===== src/rtl/argo_pipe_arbiter_pkg.sv =====
// Shared constants and sizing helpers for the argo pipeline arbiter.
package argo_pipe_arbiter_pkg;

  localparam int ARGO_N_REQ     = 4;
  localparam int ARGO_DATA_W    = 32;
  localparam int ARGO_TAG_DEPTH = 8;

  // Width of a requester tag; never narrower than one bit.
  function automatic int argo_tag_w(input int n_req);
    return (n_req <= 2) ? 1 : $clog2(n_req);
  endfunction

  // Width of an occupancy counter that can hold the full depth value.
  function automatic int argo_cnt_w(input int depth);
    return $clog2(depth) + 1;
  endfunction

endpackage


===== src/rtl/argo_tag_fifo.sv =====
// In-order FIFO of requester tags for words currently inside the pipeline.
// A push is refused whenever the FIFO is full, even if a pop happens in the
// same cycle, so the count can never exceed DEPTH.
module argo_tag_fifo
  import argo_pipe_arbiter_pkg::*;
#(
  parameter int TAG_W = 2,
  parameter int DEPTH = 8,
  parameter int CNT_W = argo_cnt_w(DEPTH)
) (
  input  logic             clk_i,
  input  logic             rst_ni,
  input  logic             push_i,
  input  logic [TAG_W-1:0] push_tag_i,
  input  logic             pop_i,
  output logic [TAG_W-1:0] head_tag_o,
  output logic             full_o,
  output logic             empty_o,
  output logic [CNT_W-1:0] count_o
);

  localparam int AW = $clog2(DEPTH);

  logic [TAG_W-1:0] mem_q [DEPTH];
  logic [AW-1:0]    wr_ptr_q, wr_ptr_d;
  logic [AW-1:0]    rd_ptr_q, rd_ptr_d;
  logic [CNT_W-1:0] count_q, count_d;
  logic             do_push_s, do_pop_s;

  assign full_o     = (count_q == CNT_W'(DEPTH));
  assign empty_o    = (count_q == {CNT_W{1'b0}});
  assign do_push_s  = push_i && !full_o;
  assign do_pop_s   = pop_i && !empty_o;
  assign head_tag_o = mem_q[rd_ptr_q];
  assign count_o    = count_q;

  // Next-state pointers (natural wrap, DEPTH is a power of two) and count.
  always_comb begin
    wr_ptr_d = wr_ptr_q;
    rd_ptr_d = rd_ptr_q;
    count_d  = count_q;
    if (do_push_s) begin
      wr_ptr_d = wr_ptr_q + AW'(1);
    end else begin
      wr_ptr_d = wr_ptr_q;
    end
    if (do_pop_s) begin
      rd_ptr_d = rd_ptr_q + AW'(1);
    end else begin
      rd_ptr_d = rd_ptr_q;
    end
    case ({do_push_s, do_pop_s})
      2'b10:   count_d = count_q + CNT_W'(1);
      2'b01:   count_d = count_q - CNT_W'(1);
      default: count_d = count_q;
    endcase
  end

  // Pointer and occupancy registers; reset discards every tag.
  always_ff @(posedge clk_i or negedge rst_ni) begin
    if (!rst_ni) begin
      wr_ptr_q <= '0;
      rd_ptr_q <= '0;
      count_q  <= '0;
    end else begin
      wr_ptr_q <= wr_ptr_d;
      rd_ptr_q <= rd_ptr_d;
      count_q  <= count_d;
    end
  end

  // Tag storage, written at the tail on an accepted push.
  always_ff @(posedge clk_i or negedge rst_ni) begin
    if (!rst_ni) begin
      for (int i = 0; i < DEPTH; i++) begin
        mem_q[i] <= '0;
      end
    end else if (do_push_s) begin
      mem_q[wr_ptr_q] <= push_tag_i;
    end
  end

endmodule


===== src/rtl/argo_pipe_arbiter.sv =====
// Shares one pipeline among N_REQ requesters: round-robin issue with a tag
// per accepted word, and in-order return routing to the owning responder.
module argo_pipe_arbiter
  import argo_pipe_arbiter_pkg::*;
#(
  parameter int N_REQ     = ARGO_N_REQ,
  parameter int DATA_W    = ARGO_DATA_W,
  parameter int TAG_DEPTH = ARGO_TAG_DEPTH
) (
  input  logic                      clk,
  input  logic                      rst,
  input  logic [N_REQ-1:0]          req_valid,
  input  logic [N_REQ*DATA_W-1:0]   req_data,
  output logic [N_REQ-1:0]          req_ready,
  output logic                      pipe_ovalid,
  output logic [DATA_W-1:0]         pipe_odata,
  input  logic                      pipe_iready,
  input  logic                      pipe_ivalid,
  input  logic [DATA_W-1:0]         pipe_idata,
  output logic                      pipe_oready,
  output logic [N_REQ-1:0]          rsp_valid,
  output logic [DATA_W-1:0]         rsp_data,
  input  logic [N_REQ-1:0]          rsp_ready,
  output logic [$clog2(TAG_DEPTH):0] inflight,
  output logic                      err_untagged
);

  localparam int TW = argo_tag_w(N_REQ);
  localparam int CW = argo_cnt_w(TAG_DEPTH);
  localparam logic [N_REQ-1:0] ONE_HOT0 = N_REQ'(1);

  logic [TW-1:0] rr_ptr_q, rr_ptr_d;
  logic [TW-1:0] winner_s, cand_s, head_s;
  logic          found_s, any_req_s;
  logic          tag_full_s, tag_empty_s;
  logic          push_s, pop_s;
  logic          err_q, err_d;
  logic [CW-1:0] count_s;

  assign any_req_s = |req_valid;

  // Round-robin search starting just after the last granted port.
  always_comb begin
    winner_s = '0;
    cand_s   = '0;
    found_s  = 1'b0;
    for (int k = 1; k <= N_REQ; k++) begin
      cand_s = TW'((int'(rr_ptr_q) + k) % N_REQ);
      if (!found_s && req_valid[cand_s]) begin
        winner_s = cand_s;
        found_s  = 1'b1;
      end else begin
        found_s  = found_s;
      end
    end
  end

  // Issue side: everything is held low while reset is asserted.
  assign pipe_ovalid = rst && any_req_s && !tag_full_s;
  assign pipe_odata  = req_data[int'(winner_s)*DATA_W +: DATA_W];
  assign req_ready   = (rst && any_req_s && pipe_iready && !tag_full_s) ?
                       (ONE_HOT0 << winner_s) : {N_REQ{1'b0}};
  assign push_s      = pipe_ovalid && pipe_iready;

  // Return side: the head tag selects which responder sees the word.
  assign rsp_valid   = (rst && pipe_ivalid && !tag_empty_s) ?
                       (ONE_HOT0 << head_s) : {N_REQ{1'b0}};
  assign pipe_oready = rst && !tag_empty_s && rsp_ready[head_s];
  assign rsp_data    = pipe_idata;
  assign pop_s       = pipe_oready && pipe_ivalid;

  assign inflight     = count_s;
  assign err_untagged = err_q;

  // Pointer moves only on an accepted word; error is sticky until reset.
  always_comb begin
    rr_ptr_d = rr_ptr_q;
    err_d    = err_q;
    if (push_s) begin
      rr_ptr_d = winner_s;
    end else begin
      rr_ptr_d = rr_ptr_q;
    end
    if (pipe_ivalid && tag_empty_s) begin
      err_d = 1'b1;
    end else begin
      err_d = err_q;
    end
  end

  // Round-robin pointer (port 0 wins first after reset) and error flag.
  always_ff @(posedge clk or negedge rst) begin
    if (!rst) begin
      rr_ptr_q <= TW'(N_REQ - 1);
      err_q    <= 1'b0;
    end else begin
      rr_ptr_q <= rr_ptr_d;
      err_q    <= err_d;
    end
  end

  argo_tag_fifo #(
    .TAG_W (TW),
    .DEPTH (TAG_DEPTH),
    .CNT_W (CW)
  ) u_tag_fifo (
    .clk_i      (clk),
    .rst_ni     (rst),
    .push_i     (push_s),
    .push_tag_i (winner_s),
    .pop_i      (pop_s),
    .head_tag_o (head_s),
    .full_o     (tag_full_s),
    .empty_o    (tag_empty_s),
    .count_o    (count_s)
  );

endmodule


===== config.mk =====
export PLATFORM = sky130hd
export DESIGN_NAME = argo_pipe_arbiter
export DESIGN_NICKNAME = d
export VERILOG_FILES = /design/src/rtl/argo_pipe_arbiter_pkg.sv /design/src/rtl/argo_tag_fifo.sv /design/src/rtl/argo_pipe_arbiter.sv
export SDC_FILE = /design/constraint.sdc
export NUM_CORES = 1
export LEC_CHECK = 0
export CAP_MARGIN = 5
export CORE_ASPECT_RATIO = 1.5
export CORE_MARGIN = 2
export CORE_UTILIZATION = 32
export DETAILED_ROUTE_END_ITERATION = 6
export PLACE_DENSITY = 0.86
export SYNTH_ARGS = -nofsm -noshare
export SYNTH_HDL_FRONTEND = slang
export SYNTH_SLANG_ARGS = --single-unit

===== constraint.sdc =====
create_clock -name clk -period 4.25 [get_ports clk]
set_input_delay 1.0625 -clock clk [delete_from_list [all_inputs] [get_ports clk]]
set_output_delay 1.0625 -clock clk [all_outputs]
set_load 0.02 [all_outputs]

==> run_summary.xml <==
<?xml version="1.0" encoding="UTF-8"?>
<metrics>
  <group name="sta">
    <metric name="final-max-slew-violation-count" unit="">0</metric>
    <metric name="max_clock_freq" unit="MHz">239</metric>
    <metric name="worst_slack" unit="ps">59.1</metric>
    <metric name="finalClockSkew" unit="ps">5.45</metric>
    <metric name="final.min_clock_period" unit="ps">4190</metric>
    <metric name="hold_viol" unit="">0</metric>
    <metric name="period_utilisation_layout" unit="%">98.6</metric>
    <metric name="finalSetupViolations" unit="">0</metric>
    <metric name="unrepaired_setup_endpoints_after_global_routing" unit="">yes</metric>
    <metric name="slew_headroom" unit="%">63.4</metric>
    <metric name="timing_worst_slew_pin_value" unit="ps">541</metric>
  </group>
  <group name="critical_path">
    <metric name="worst_setup_path_startpoint" unit="">req_valid[3]</metric>
    <metric name="crit_path_max_incr_delay" unit="ps">520</metric>
    <metric name="critical_path.reg2reg.startpoint" unit="">u_tag_fifo.rd_ptr_q[0]</metric>
    <metric name="crit_required" unit="ps">3190</metric>
    <metric name="r2r_path_end" unit="">u_tag_fifo.count_o[3]</metric>
    <metric name="critical_path.most_common_cell" unit="">sky130_fd_sc_hd__mux2i_1</metric>
    <metric name="timing.critical_path.buf_inv" unit="">4</metric>
    <metric name="critPathSlowestCell" unit="">sky130_fd_sc_hd__clkdlybuf4s50_1</metric>
    <metric name="r2r_setup_slk" unit="ps">750</metric>
    <metric name="crit_path_max_fanout" unit="">17</metric>
    <metric name="end_kind" unit="">output pin</metric>
    <metric name="timing.critical_path.cells" unit="">clkdlybuf4s50_1 &gt; mux2i_1 &gt; o221ai_4 &gt; buf_4 &gt; clkbuf_16 &gt; mux2i_1 &gt; mux2i_1 &gt; dlygate4sd2_1</metric>
    <metric name="worstRegToRegCells" unit="">12</metric>
    <metric name="timing.critical_path.max_delay_family" unit="">buffers and inverters</metric>
    <metric name="crit_arrival" unit="ps">3130</metric>
    <metric name="worst-setup-path-type" unit="">in2out</metric>
    <metric name="worstSetupStartpointType" unit="">input port</metric>
  </group>
  <group name="worst_hold_path">
    <metric name="worstHoldEndpoint" unit="">u_tag_fifo.mem_q[15]</metric>
    <metric name="hold_path.startpoint" unit="">u_tag_fifo.mem_q[15]</metric>
    <metric name="worstHoldPathCells" unit="">1</metric>
    <metric name="timing.hold.worst.class" unit="">reg2reg</metric>
  </group>
  <group name="grt">
    <metric name="maximum_number_of_pins_on_one_net_before_global_route_repair" unit="">35</metric>
    <metric name="via_count_of_the_first_global_routing_pass" unit="">2946</metric>
    <metric name="global_routing_usage_summed_across_all_routing_layers" unit="%">18.0</metric>
    <metric name="grt_first_pass_wirelength" unit="um">13500</metric>
    <metric name="grt.overflow.total" unit="">0</metric>
    <metric name="initial_antenna_violation_count" unit="">0</metric>
  </group>
  <group name="floorplanning">
    <metric name="die_y" unit="um">120</metric>
    <metric name="core_area" unit="um2">8780</metric>
    <metric name="floorplan.die_area" unit="um2">9820</metric>
    <metric name="initial_core_util" unit="%">32.9</metric>
    <metric name="rows" unit="">42</metric>
    <metric name="die_span_in_x" unit="um">81.6</metric>
    <metric name="io-pin-count" unit="">251</metric>
  </group>
  <group name="finish">
    <metric name="post_route_cells_drive_above_1_share" unit="%">17.2</metric>
    <metric name="layout.cells.most_common" unit="">sky130_fd_sc_hd__clkdlybuf4s50_1</metric>
    <metric name="fillerInstances" unit="">783</metric>
    <metric name="final_cell_mix" unit="">sky130_fd_sc_hd__clkdlybuf4s50_1, sky130_fd_sc_hd__mux2i_1, sky130_fd_sc_hd__dfrtp_1</metric>
    <metric name="layoutNonFillerInstCount" unit="">547</metric>
    <metric name="n_diodes" unit="">0</metric>
    <metric name="number_of_nets_in_the_layout" unit="">614</metric>
    <metric name="syn2layout_area_growth" unit="%">66.1</metric>
  </group>
  <group name="power">
    <metric name="power.combinational.fraction" unit="%">65.8</metric>
    <metric name="finalPower" unit="mW">2.60</metric>
    <metric name="clock_power_share" unit="%">12.6</metric>
    <metric name="p_sw_share" unit="%">41.3</metric>
    <metric name="share_seq_of_total_power" unit="%">21.7</metric>
    <metric name="internal_power" unit="mW">1.53</metric>
    <metric name="switchingPower" unit="mW">1.07</metric>
    <metric name="static-leakage-power" unit="nW">2.25</metric>
    <metric name="powerDensity" unit="nW/um2">543</metric>
    <metric name="vdd_drop_max" unit="uV">381</metric>
  </group>
  <group name="logic_synthesis">
    <metric name="synth_flop_cell" unit="">sky130_fd_sc_hd__dfrtp_1</metric>
    <metric name="library_cell_occupying_the_most_area_in_the_post_synthesis_netlist" unit="">sky130_fd_sc_hd__mux2i_1</metric>
    <metric name="ys_top_cells_by_area" unit="">sky130_fd_sc_hd__mux2i_1, sky130_fd_sc_hd__dfrtp_1, sky130_fd_sc_hd__buf_4, sky130_fd_sc_hd__mux2_2, sky130_fd_sc_hd__ha_1</metric>
    <metric name="mappedNetlistNets" unit="">456</metric>
    <metric name="synthesis.area_per_instance" unit="um2">10.4</metric>
    <metric name="edff_count_synth" unit="">0</metric>
    <metric name="synthCells" unit="">278</metric>
    <metric name="synth.ff_latch_count" unit="">29</metric>
    <metric name="yosys.area.top_type_share" unit="%">34.0</metric>
    <metric name="ys_warn_count" unit="">0</metric>
    <metric name="syn_area" unit="um2">2890</metric>
    <metric name="fraction_of_registers_with_async_set_or_reset_after_synthesis" unit="%">100</metric>
    <metric name="synth_seq_area_share" unit="%">25.2</metric>
    <metric name="post_synth_num_cell_types" unit="">44</metric>
  </group>
  <group name="cts">
    <metric name="numClockSinks" unit="">29</metric>
    <metric name="clk-insertion-delay-late" unit="ps">270</metric>
    <metric name="postCtsHoldBufs" unit="">0</metric>
    <metric name="htree_levels" unit="">2</metric>
    <metric name="cts_buffer_depth" unit="">2</metric>
    <metric name="tritoncts" unit="">done</metric>
    <metric name="clkSlewWorstSetupHoldPaths" unit="ps">50</metric>
    <metric name="cts_inserted_buffers" unit="">5</metric>
    <metric name="cts.root.buffer_cell" unit="">sky130_fd_sc_hd__clkbuf_16</metric>
  </group>
  <group name="run">
    <metric name="cap_viol_max_count" unit="">0</metric>
  </group>
  <group name="route">
    <metric name="detail-route-antenna-nets" unit="">0</metric>
    <metric name="avgRoutedWirePerCell" unit="um">16.5</metric>
    <metric name="drt_iter0_markers" unit="">67</metric>
    <metric name="firstDrtPassIters" unit="">4</metric>
    <metric name="detail_route.wirelength" unit="um">9040</metric>
    <metric name="via_per_inst" unit="">5.02</metric>
    <metric name="vias" unit="">2744</metric>
    <metric name="drc_errors" unit="">0</metric>
  </group>
  <group name="placed_design">
    <metric name="place_congestion" unit="">0.892</metric>
    <metric name="port_buffers" unit="">186</metric>
    <metric name="dpl.hpwl" unit="um">7470</metric>
    <metric name="placement.setup.worst_slack" unit="ps">-243</metric>
    <metric name="placed_cells" unit="">536</metric>
  </group>
  <group name="status">
    <metric name="status" unit="">complete, no violations</metric>
  </group>
</metrics>
-- through the flow --
| stage | hold WS (ps) | util [%] | setup TNS, ps | cell area (um2) |
|---|---|---|---|---|
| 6_report | 493 | 54.7 | 0 | 4800 |
| 5_1_grt | 507 | 54.7 | -163 | 4800 |
| 4_1_cts | 496 | 54.9 | -340 | 4820 |
| 3_5_place_dp | 486 | 53.6 | -5890 | 4700 |
| 3_3_place_gp | 461 | 53.6 | -4550 | 4700 |
| 2_1_floorplan | 470 | - | 0 | 2890 |
-- layer usage --
metal	wire length, um	vias to the layer above	GRT usage [%]
met4	214	0	6.99
li1	-	1287	-
met5	0	-	0
met1	3140	1280	18.8
met2	4790	152	32.2
met3	892	25	5.97
-- kinds of logic after synthesis --
kind of cell             share of synthesized area (%)
multiplexers                                      46.6
AND/OR/NAND/NOR                                   7.06
flip-flops                                        25.2
buffers and inverters                             12.3
adder cells (fa/ha/maj)                           2.86
AO/OA/AOI/OAI                                     3.55
XOR/XNOR                                          2.43
-- repair_timing --
item	CTS	global route
endpoints found under the hold margin	0	0
setup endpoints to repair	35	30
gates cloned	0	1
setup buffers	0	2
gates resized for setup	37	51
pin swaps	0	1
-- final cells by class --
| type | instances | area (um2) | area share, % |
|---|---|---|---|
| clock buffers | 6 | 129 | 2.69 |
| clock inverters | 2 | 10.0 | 0.209 |
| inverters | 8 | 30.0 | 0.626 |
| multi-input cells | 192 | 1850 | 38.5 |
| flip-flops and latches | 29 | 728 | 15.2 |
| well taps | 110 | 138 | 2.87 |
| repair buffers | 200 | 1910 | 39.9 |
-- power groups by stage --
stage               clock network [mW]  registers, mW  logic, mW
global placement                     0          0.555       1.76
finish                           0.327          0.564       1.71
CTS                              0.332          0.562       1.72
detailed placement                   0          0.565       1.79
global route                     0.343          0.586       1.83
floorplan                            0          0.527       1.17
-- synthesized netlist by cell type, drive strengths merged, types with 2 or more instances --
cell type	instances
dfstp	2
dfrtp	27
mux2	23
nand2	10
clkbuf	7
nor3	6
nand2b	2
nand3	2
nor2	5
buf	42
xnor2	6
mux4	4
nor2b	3
ha	5
and3	3
o21ai	5
xor2	2
a21oi	3
mux2i	98
inv	8
-- state kept, by name, summed over array words and instances (netlist names) --
register and count:
u_tag_fifo.count_o 4, u_tag_fifo.wr_ptr_q 3, rr_ptr_q 2, u_tag_fifo.mem_q 16, err_untagged 1, u_tag_fifo.rd_ptr_q 3
-- worst max path at each step --
stage | cells past startpoint | endpoint | slack (ps)
finish | 8 | pipe_odata[11] | 60
global route | 7 | pipe_odata[7] | -70
CTS | 7 | pipe_odata[29] | -180
detailed placement | 8 | pipe_odata[4] | -240
global placement | 8 | pipe_odata[26] | -180
floorplan | 5 | pipe_odata[0] | 440
Power figures use the tool's default switching activity.
